`src/rtl/barrel_shift_pkg.sv`:
```
// Shared types and elaboration helpers for the pipelined barrel shifter.
// Shift levels are split into register groups here so the top and any checker agree on the split.
package barrel_shift_pkg;

  typedef enum logic [1:0] {
    MODE_LSL = 2'b00,
    MODE_LSR = 2'b01,
    MODE_ASR = 2'b10,
    MODE_ROR = 2'b11
  } sh_mode_t;

  localparam int unsigned DATA_W_DEF = 32;
  localparam int unsigned TAG_W_DEF  = 4;
  localparam int unsigned SH_W_DEF   = $clog2(DATA_W_DEF);

  // Payload at the default widths; the top rebuilds the same layout at its own widths.
  typedef struct packed {
    logic [DATA_W_DEF-1:0] data;
    sh_mode_t              mode;
    logic                  sign;
    logic                  carry;
    logic [SH_W_DEF-1:0]   amt;
    logic [TAG_W_DEF-1:0]  tag;
  } stage_payload_t;

  function automatic int unsigned levels_per_group(input int unsigned sh_w,
                                                   input int unsigned stages);
    return (sh_w + stages - 1) / stages;
  endfunction

  function automatic int unsigned first_level(input int unsigned k,
                                              input int unsigned sh_w,
                                              input int unsigned stages);
    return k * levels_per_group(sh_w, stages);
  endfunction

  // Full groups first; whatever is left lands in the later groups, which may be empty.
  function automatic int unsigned levels_in_stage(input int unsigned k,
                                                  input int unsigned sh_w,
                                                  input int unsigned stages);
    int unsigned first;
    int unsigned per;
    per   = levels_per_group(sh_w, stages);
    first = k * per;
    if (first >= sh_w) begin
      return 0;
    end
    return ((sh_w - first) < per) ? (sh_w - first) : per;
  endfunction

endpackage

```
`src/rtl/shift_level.sv`:
```
// One combinational barrel-shifter level: right shift by SHIFT when enabled.
// Fill is zero, the carried sign bit, or the wrapped low bits for rotate.
module shift_level
  import barrel_shift_pkg::*;
#(
  parameter int unsigned DATA_W = 32,
  parameter int unsigned SHIFT  = 1
) (
  input  logic [DATA_W-1:0] i_data,
  input  sh_mode_t          i_mode,
  input  logic              i_sign,
  input  logic              i_en,
  output logic [DATA_W-1:0] o_data
);

  always_comb begin
    o_data = i_data;
    if (i_en) begin
      unique case (i_mode)
        MODE_ROR: o_data = {i_data[SHIFT-1:0], i_data[DATA_W-1:SHIFT]};
        MODE_ASR: o_data = {{SHIFT{i_sign}}, i_data[DATA_W-1:SHIFT]};
        // Left shifts arrive bit-reversed, so they also take a zero fill here.
        MODE_LSL,
        MODE_LSR: o_data = {{SHIFT{1'b0}}, i_data[DATA_W-1:SHIFT]};
        default:  o_data = i_data;
      endcase
    end
  end

endmodule

```
`src/rtl/pipelined_barrel_shifter.sv`:
```
// Pipelined barrel shifter (LSL/LSR/ASR/ROR) with valid/ready flow control and a carried tag.
// SH_W right-shift levels are spread over PIPE_STAGES registered groups; bubbles collapse.
module pipelined_barrel_shifter
  import barrel_shift_pkg::*;
#(
  parameter int unsigned DATA_W      = 32,
  parameter int unsigned PIPE_STAGES = 2,
  parameter int unsigned TAG_W       = 4,
  localparam int unsigned SH_W       = $clog2(DATA_W)
) (
  input  logic              i_clk,
  input  logic              i_rst_n,
  input  logic              i_in_valid,
  output logic              o_in_ready,
  input  logic [1:0]        i_sh_mode,
  input  logic [SH_W-1:0]   i_sh_amt,
  input  logic [DATA_W-1:0] i_d_in,
  input  logic [TAG_W-1:0]  i_tag_in,
  output logic              o_out_valid,
  input  logic              i_out_ready,
  output logic [DATA_W-1:0] o_d_out,
  output logic              o_carry_out,
  output logic [TAG_W-1:0]  o_tag_out
);

  localparam int unsigned LAST   = PIPE_STAGES - 1;
  localparam int unsigned LVL_PG = levels_per_group(SH_W, PIPE_STAGES);

  typedef struct packed {
    logic [DATA_W-1:0] data;
    sh_mode_t          mode;
    logic              sign;
    logic              carry;
    logic [SH_W-1:0]   amt;
    logic [TAG_W-1:0]  tag;
  } stage_t;

  function automatic logic [DATA_W-1:0] bit_rev(input logic [DATA_W-1:0] d);
    logic [DATA_W-1:0] r;
    for (int unsigned i = 0; i < DATA_W; i++) begin
      r[i] = d[DATA_W-1-i];
    end
    return r;
  endfunction

  logic [PIPE_STAGES-1:0] r_valid;
  stage_t                 r_stage     [PIPE_STAGES];
  stage_t                 w_stage_in  [PIPE_STAGES];
  stage_t                 w_stage_nxt [PIPE_STAGES];
  logic [DATA_W-1:0]      w_shifted   [PIPE_STAGES];
  logic [PIPE_STAGES-1:0] w_en;
  logic [PIPE_STAGES:0]   w_vchain;
  stage_t                 w_in_beat;
  sh_mode_t               w_in_mode;
  logic [SH_W-1:0]        w_carry_idx;

  // Carry is resolved from the raw operand at accept and then rides along with the beat.
  always_comb begin
    w_in_mode   = sh_mode_t'(i_sh_mode);
    w_carry_idx = (w_in_mode == MODE_LSL) ? SH_W'(-i_sh_amt) : SH_W'(i_sh_amt - 1'b1);
    w_in_beat.data  = (w_in_mode == MODE_LSL) ? bit_rev(i_d_in) : i_d_in;
    w_in_beat.mode  = w_in_mode;
    w_in_beat.sign  = i_d_in[DATA_W-1];
    w_in_beat.carry = (i_sh_amt != '0) && i_d_in[w_carry_idx];
    w_in_beat.amt   = i_sh_amt;
    w_in_beat.tag   = i_tag_in;
  end

  always_comb begin
    w_stage_in[0] = w_in_beat;
    for (int unsigned k = 1; k < PIPE_STAGES; k++) begin
      w_stage_in[k] = r_stage[k-1];
    end
  end

  for (genvar l = 0; l < SH_W; l++) begin : g_level
    localparam int unsigned STG = l / LVL_PG;
    logic [DATA_W-1:0] w_in;
    logic [DATA_W-1:0] w_out;

    if (l % LVL_PG == 0) begin : g_head
      assign w_in = w_stage_in[STG].data;
    end else begin : g_chain
      assign w_in = g_level[l-1].w_out;
    end

    shift_level #(
      .DATA_W (DATA_W),
      .SHIFT  (2 ** l)
    ) u_shift_level (
      .i_data (w_in),
      .i_mode (w_stage_in[STG].mode),
      .i_sign (w_stage_in[STG].sign),
      .i_en   (w_stage_in[STG].amt[l]),
      .o_data (w_out)
    );
  end

  for (genvar k = 0; k < PIPE_STAGES; k++) begin : g_stage
    localparam int unsigned FIRST = first_level(k, SH_W, PIPE_STAGES);
    localparam int unsigned NLV   = levels_in_stage(k, SH_W, PIPE_STAGES);

    if (NLV == 0) begin : g_empty
      assign w_shifted[k] = w_stage_in[k].data;
    end else begin : g_levels
      assign w_shifted[k] = g_level[FIRST+NLV-1].w_out;
    end
  end

  // The last group undoes the input reversal so the output register holds the true result.
  always_comb begin
    for (int unsigned k = 0; k < PIPE_STAGES; k++) begin
      w_stage_nxt[k]      = w_stage_in[k];
      w_stage_nxt[k].data = w_shifted[k];
    end
    if (w_stage_in[LAST].mode == MODE_LSL) begin
      w_stage_nxt[LAST].data = bit_rev(w_shifted[LAST]);
    end
  end

  // A stage may load when it is empty or everything downstream of it can advance.
  always_comb begin
    logic w_acc;
    w_acc      = i_out_ready || !r_valid[LAST];
    w_en       = '0;
    w_en[LAST] = w_acc;
    for (int k = int'(LAST) - 1; k >= 0; k--) begin
      w_acc   = w_acc || !r_valid[k];
      w_en[k] = w_acc;
    end
  end

  assign w_vchain = {r_valid, i_in_valid};

  always_ff @(posedge i_clk or negedge i_rst_n) begin
    if (!i_rst_n) begin
      r_valid <= '0;
      for (int unsigned k = 0; k < PIPE_STAGES; k++) begin
        r_stage[k] <= '0;
      end
    end else begin
      for (int unsigned k = 0; k < PIPE_STAGES; k++) begin
        if (w_en[k]) begin
          r_valid[k] <= w_vchain[k];
          if (w_vchain[k]) begin
            r_stage[k] <= w_stage_nxt[k];
          end
        end
      end
    end
  end

  assign o_in_ready  = w_en[0];
  assign o_out_valid = r_valid[LAST];
  assign o_d_out     = r_stage[LAST].data;
  assign o_carry_out = r_stage[LAST].carry;
  assign o_tag_out   = r_stage[LAST].tag;

endmodule

```
`config.mk`:
```
export PLATFORM = sky130hd
export DESIGN_NAME = pipelined_barrel_shifter
export DESIGN_NICKNAME = d
export VERILOG_FILES = /design/src/rtl/barrel_shift_pkg.sv /design/src/rtl/shift_level.sv /design/src/rtl/pipelined_barrel_shifter.sv
export SDC_FILE = /design/constraint.sdc
export NUM_CORES = 1
export LEC_CHECK = 0
export ABC_AREA = 1
export BUFFER_PORTS_ARGS = -buffer_cell sky130_fd_sc_hd__clkbuf_2
export CORE_MARGIN = 2
export CORE_UTILIZATION = 55
export CTS_CLUSTER_DIAMETER = 40
export CTS_CLUSTER_SIZE = 14
export DETAILED_ROUTE_END_ITERATION = 8
export PLACE_DENSITY = 0.77
export SLEW_MARGIN = 15
export SYNTH_ARGS = -nofsm -noshare
export SYNTH_HDL_FRONTEND = slang
export SYNTH_SLANG_ARGS = --single-unit
```
`constraint.sdc`:
```
create_clock -name i_clk -period 3.3 [get_ports i_clk]
set_input_delay 0.33 -clock i_clk [delete_from_list [all_inputs] [get_ports i_clk]]
set_output_delay 0.33 -clock i_clk [all_outputs]
set_load 0.01 [all_outputs]
```
* Yosys cells after proc, flatten, opt, wreduce, memory -nomap -nowiden *
Cells that the tools add are included.
Widths: inputs -> output; s select.

cells by class
  add/subtract/negate cells = 2
  order comparisons = 1
  equality and inequality tests = 6
  mux-type cells = 15
  reduce and logical (&&, ||, !) cells = 12

operators by type and width
  kind                 number
  $pmux 32 s3          5
  $mux 32              7
  $eq 2x2->1 const B   4
  $lt 5x6->1 const B   1
  $bmux 1 s5           1
  $mux 5               1
  $neg 5->5            1
  $reduce_bool 5->1    1
  $sub 5x1->5 const B  1
  $eq 2x1->1 const B   2
  $logic_not 2->1      2
  $reduce_and 2->1     2
  $reduce_or 2->1      2
  $logic_not 1->1      2
  $logic_or 1x1->1     2
  $logic_and 1x1->1    1
  $mux 1               1

word-level totals
  register bits after elaboration = 84
  input bits = 47

* Depth between registers and ports, before layout *
  depth after elaboration = 8
  depth in mapped cells = 16

* By module *
From an unflattened synthesis, not the netlist that was laid out.

second synthesis, totals
  cells, all modules = 1,122
  area, all modules = 6,872.8 µm²

by module, submodules not included
  module                                   times used  cells an instance  area each (µm²)
  pipelined_barrel_shifter                 1           531                4,374.2
  shift_level at g_level[4].u_shift_level  1           143                613.1
  shift_level at g_level[3].u_shift_level  1           124                570.5
  shift_level at g_level[0].u_shift_level  1           107                462.9
  shift_level at g_level[2].u_shift_level  1           110                434.2
  shift_level at g_level[1].u_shift_level  1           107                417.9

* Worst setup path before layout *
OpenSTA, ideal clock, no wires.

  path type = input to register
  start = input i_sh_amt[1]
  end = register r_stage[54] (netlist bit)
  library setup time = 0.117 ns
  arrival = 1.956 ns
  data required time = 3.183 ns
  path slack = 1.227 ns
  stages = 15
  path buffers = 2
  path through = clkbuf_1 inv_1 clkbuf_1 ha_1 inv_1 nand2_1 nand2_1 xor2_1 inv_1 nand3_1 nand3_1 nand2_1 nand2_1 nand3_1 nand2_1

between the ends
  cells in the longest elaborated chain, start to end = 5
  elaborated cells between the ends (all ways) = 7
  classes of those cells = 2 x add/sub; 3 x mux; 2 x reduce/logical

ends and longest elaborated chain
  element                                          RTL line                         source
  from (decl)                                      pipelined_barrel_shifter.sv:16   input logic [SH_W-1:0] i_sh_amt,
  $sub 5x1->5 / $neg 5->5 (equally long branches)  pipelined_barrel_shifter.sv:60   w_carry_idx = (w_in_mode == MODE_LSL) ? SH_W'(-i_sh_amt) : SH_W'(i_sh_amt - 1'b1);
  $mux 5                                           pipelined_barrel_shifter.sv:60
  $bmux 1 s5                                       pipelined_barrel_shifter.sv:64   w_in_beat.carry = (i_sh_amt != '0) && i_d_in[w_carry_idx];
  $mux 1 (implied by the code)                     pipelined_barrel_shifter.sv:64
  $logic_and 1x1->1 (*)                            pipelined_barrel_shifter.sv:64
  to (signal, indexed assignment)                  pipelined_barrel_shifter.sv:146  r_stage[k] <= w_stage_nxt[k];
  to (decl)                                        pipelined_barrel_shifter.sv:47   stage_t r_stage [PIPE_STAGES];

Mark *: on every way between the ends. The rest lies on a longest branch, timed or not. The select of a mux whose other input is x is not followed.
A chain may end at the register's enable or synchronous reset.

* Worst setup path in the final report *
Same ends and word-level chain as after synthesis.

==> run metrics <==
number of hold buffers added after CTS 0; Max VDD drop ~0.51 mV; H-tree depth 3; Post-synth EDFFs 0; Diodes inserted 0; DRT Pass-1 Iters 5; Yosys cell types 35; worst relative slew slack approximately 34%; core box area 0.0113 sq mm; final WL approximately 17000 um; clock slew seen by the registers of the worst setup and hold paths 0.06 ns; count of maximum capacitance violations 0; final cell count without fillers ~1100; NumNets Final 1010; final slew viol count 0; top-count cell post-synth nand2_1; Synth Cell Area 0.00630 sq mm; # rows 39; syn_nets 998; RSZ-0062 raised after global routing false; pwr dens 592 mW/mm^2; # fillers 1096; r2r startpoint r_stage[52]; f_max 481 MHz; Yosys top cell by area dfrtp_1; Die Ht 111 um; CTS tree done; worst-path maximum fanout 35; post-DP HPWL 12400 um; worst path arrival time between 2 and 2.5 ns; minimum clock period 2.08 ns; sequential-to-total area share from yosys stat 32.2%; #FFs+latches synth between 80 and 90; pre-CTS WS between 0.9 and 1 ns; Commonest cells post-synth nand2_1 (268), o21ai_0 (145), dfrtp_1 (81), nand3_1 (81), inv_1 (55); Num CTS Buffers 9; DR vias 6188; Clk pwr share a little over a quarter; CP required 3.53 ns; Reg-to-Reg End o_d_out[17]; GRT overflow 0; Port-buffer cells 85; Die Span X 111 um; root buffer cell clkbuf_16; gpl congestion 0.939; r2r setup slk 1.31 ns; synth-to-layout area growth 7.21%; reg2reg path depth 5; post-CTS setup buffer count 0; switching power 1.50 mW; antenna-violating nets left 0; fin crit share 62.9%; largest net degree at the start of global routing roughly 80; vias in the first global route 5471; mean number of vias per cell 5.58; drt wl/cell 14.9 um; Iteration-0 DRC Markers roughly 590; later-pin clock latency in the skew report around 0.34 ns; outcome finished, final reports clean; post-route cell area slightly below 0.007 sq mm; Synth Area per Inst between 6 and 7 sq um; Tot Pwr about 4 mW; GRT Util Overall 27.1%; Cell Area, Placed 0.00644 sq mm; Sw Share 37.6%; initial antenna violation count 0; measured slew at the worst slew-check pin 0.983 ns; Die ar. 0.0123 sq mm; Post-route DRC 0; starting density of the core 55.7%; Setup Skew 0.00692 ns; layout cells sized above 1 ~15%; hold_ws approximately 0.14 ns; io pins 86; nature of the critical path endpoint register; dpl cells 1093; share of the synthesized area in the top cell type 32.2%; final core occ 59.7%; cell-internal power 2.50 mW; post-CTS resize count 0; main flop type after synthesis dfrtp_1; Post-synth ARST share 100%; setup violators final 0; Syn Inst Count about 950; YS warnings 0; Setup WS post-layout 1.22 ns; hold crit path type primary input to async pin; CP startpoint kind primary input; Clock Path Buffers 2; CTS Sinks 81; critical path type primary input to register; Hold Violations, Final 0; Gate power share 37.3%; Total Neg Setup Slack 0 ns; top post-synthesis cells by area dfrtp_1 (32%), nand2_1 (16%), o21ai_0 (12%), nand3_1 (6.4%), buf_4 (4.8%); first-pass GRT wire length 27200 um; sequential power share 36.2%; Leakage 3.25 nW
[cell type report]
type	count	area, sq um	area share (%)
Clock inverter	5	78.8	1.17
Timing Repair Buffer	100	541	8.00
Clock buffer	11	243	3.59
Sequential cell	81	2030	30.0
Multi-Input combinational cell	709	3460	51.3
Inverter	60	225	3.33
Tap cell	143	179	2.65
[flip-flops by register name, summed over array words and instances (netlist names)]
signal / flops
g_level.w_in: 32
r_valid: 2
r_stage: 10
o_carry_out: 1
o_tag_out: 4
o_d_out: 32
[metal layers]
layer	vias up	track usage, %	share of wire [%]
met2	196	42.9	46
met4	0	12.8	4.2
li1	3178	-	-
met5	-	0	0
met1	2776	36.8	45
met3	38	4.10	5.0
[critical path, stage by stage]
cell	delay [ns]
clkbuf_2	0.51
inv_1	0.14
ha_1	0.24
inv_1	0.06
nand2_1	0.04
nand2_1	0.10
xor2_1	0.33
inv_1	0.15
nand3_1	0.11
nand3_1	0.07
nand2_1	0.07
nand2_1	0.05
nand3_1	0.07
nand2_1	0.05
[power groups by stage]
stage          sequential [mW]  clock (mW)  combinational, mW
2_1_floorplan             1.41           0               1.27
6_report                  1.45        1.06               1.49
5_1_grt                   1.48        1.12               1.68
4_1_cts                   1.45        1.08               1.49
3_3_place_gp              1.45           0               1.46
3_5_place_dp              1.46           0               1.48
[worst max-delay path by stage]
stage,from,end,slack (ns)
after floorplan,i_sh_amt[1],r_stage[54],1.23
after global placement,i_sh_amt[1],r_stage[54],0.88
after detailed placement,i_sh_amt[1],r_stage[54],0.91
after CTS,i_sh_amt[1],r_stage[54],1.24
after global routing,i_sh_amt[1],r_stage[54],0.97
final,i_sh_amt[1],r_stage[54],1.22
[cells in the final DEF, fill, tap and decap left out, types with 4 or more instances in the layout]
| master | instances |
|---|---|
| a31oi_1 | 4 |
| nand3_1 | 81 |
| buf_4 | 16 |
| o21ai_0 | 145 |
| clkbuf_16 | 9 |
| or2_2 | 6 |
| a21oi_1 | 23 |
| o22ai_1 | 11 |
| dfrtp_1 | 81 |
| inv_1 | 54 |
| o21ai_2 | 10 |
| o21ai_1 | 33 |
| o22a_1 | 16 |
| nand2_1 | 268 |
| or2_1 | 9 |
| nor2_1 | 53 |
| clkbuf_2 | 84 |
| nand2_2 | 5 |
| o211ai_1 | 30 |
[cell families after synthesis]
kind of cell | count (synthesis) | synth area share (%)
xor gates and xnor gates | 3 | 0.834
adders and majority gates | 2 | 0.397
DFF | 81 | 32.2
muxes | 3 | 0.476
buffers and inverters | 159 | 12.9
AOI/OAI and AO/OA | 275 | 25.1
and+or+nand+nor | 426 | 28.1
Note: power is estimated with default switching activity, not from simulation.
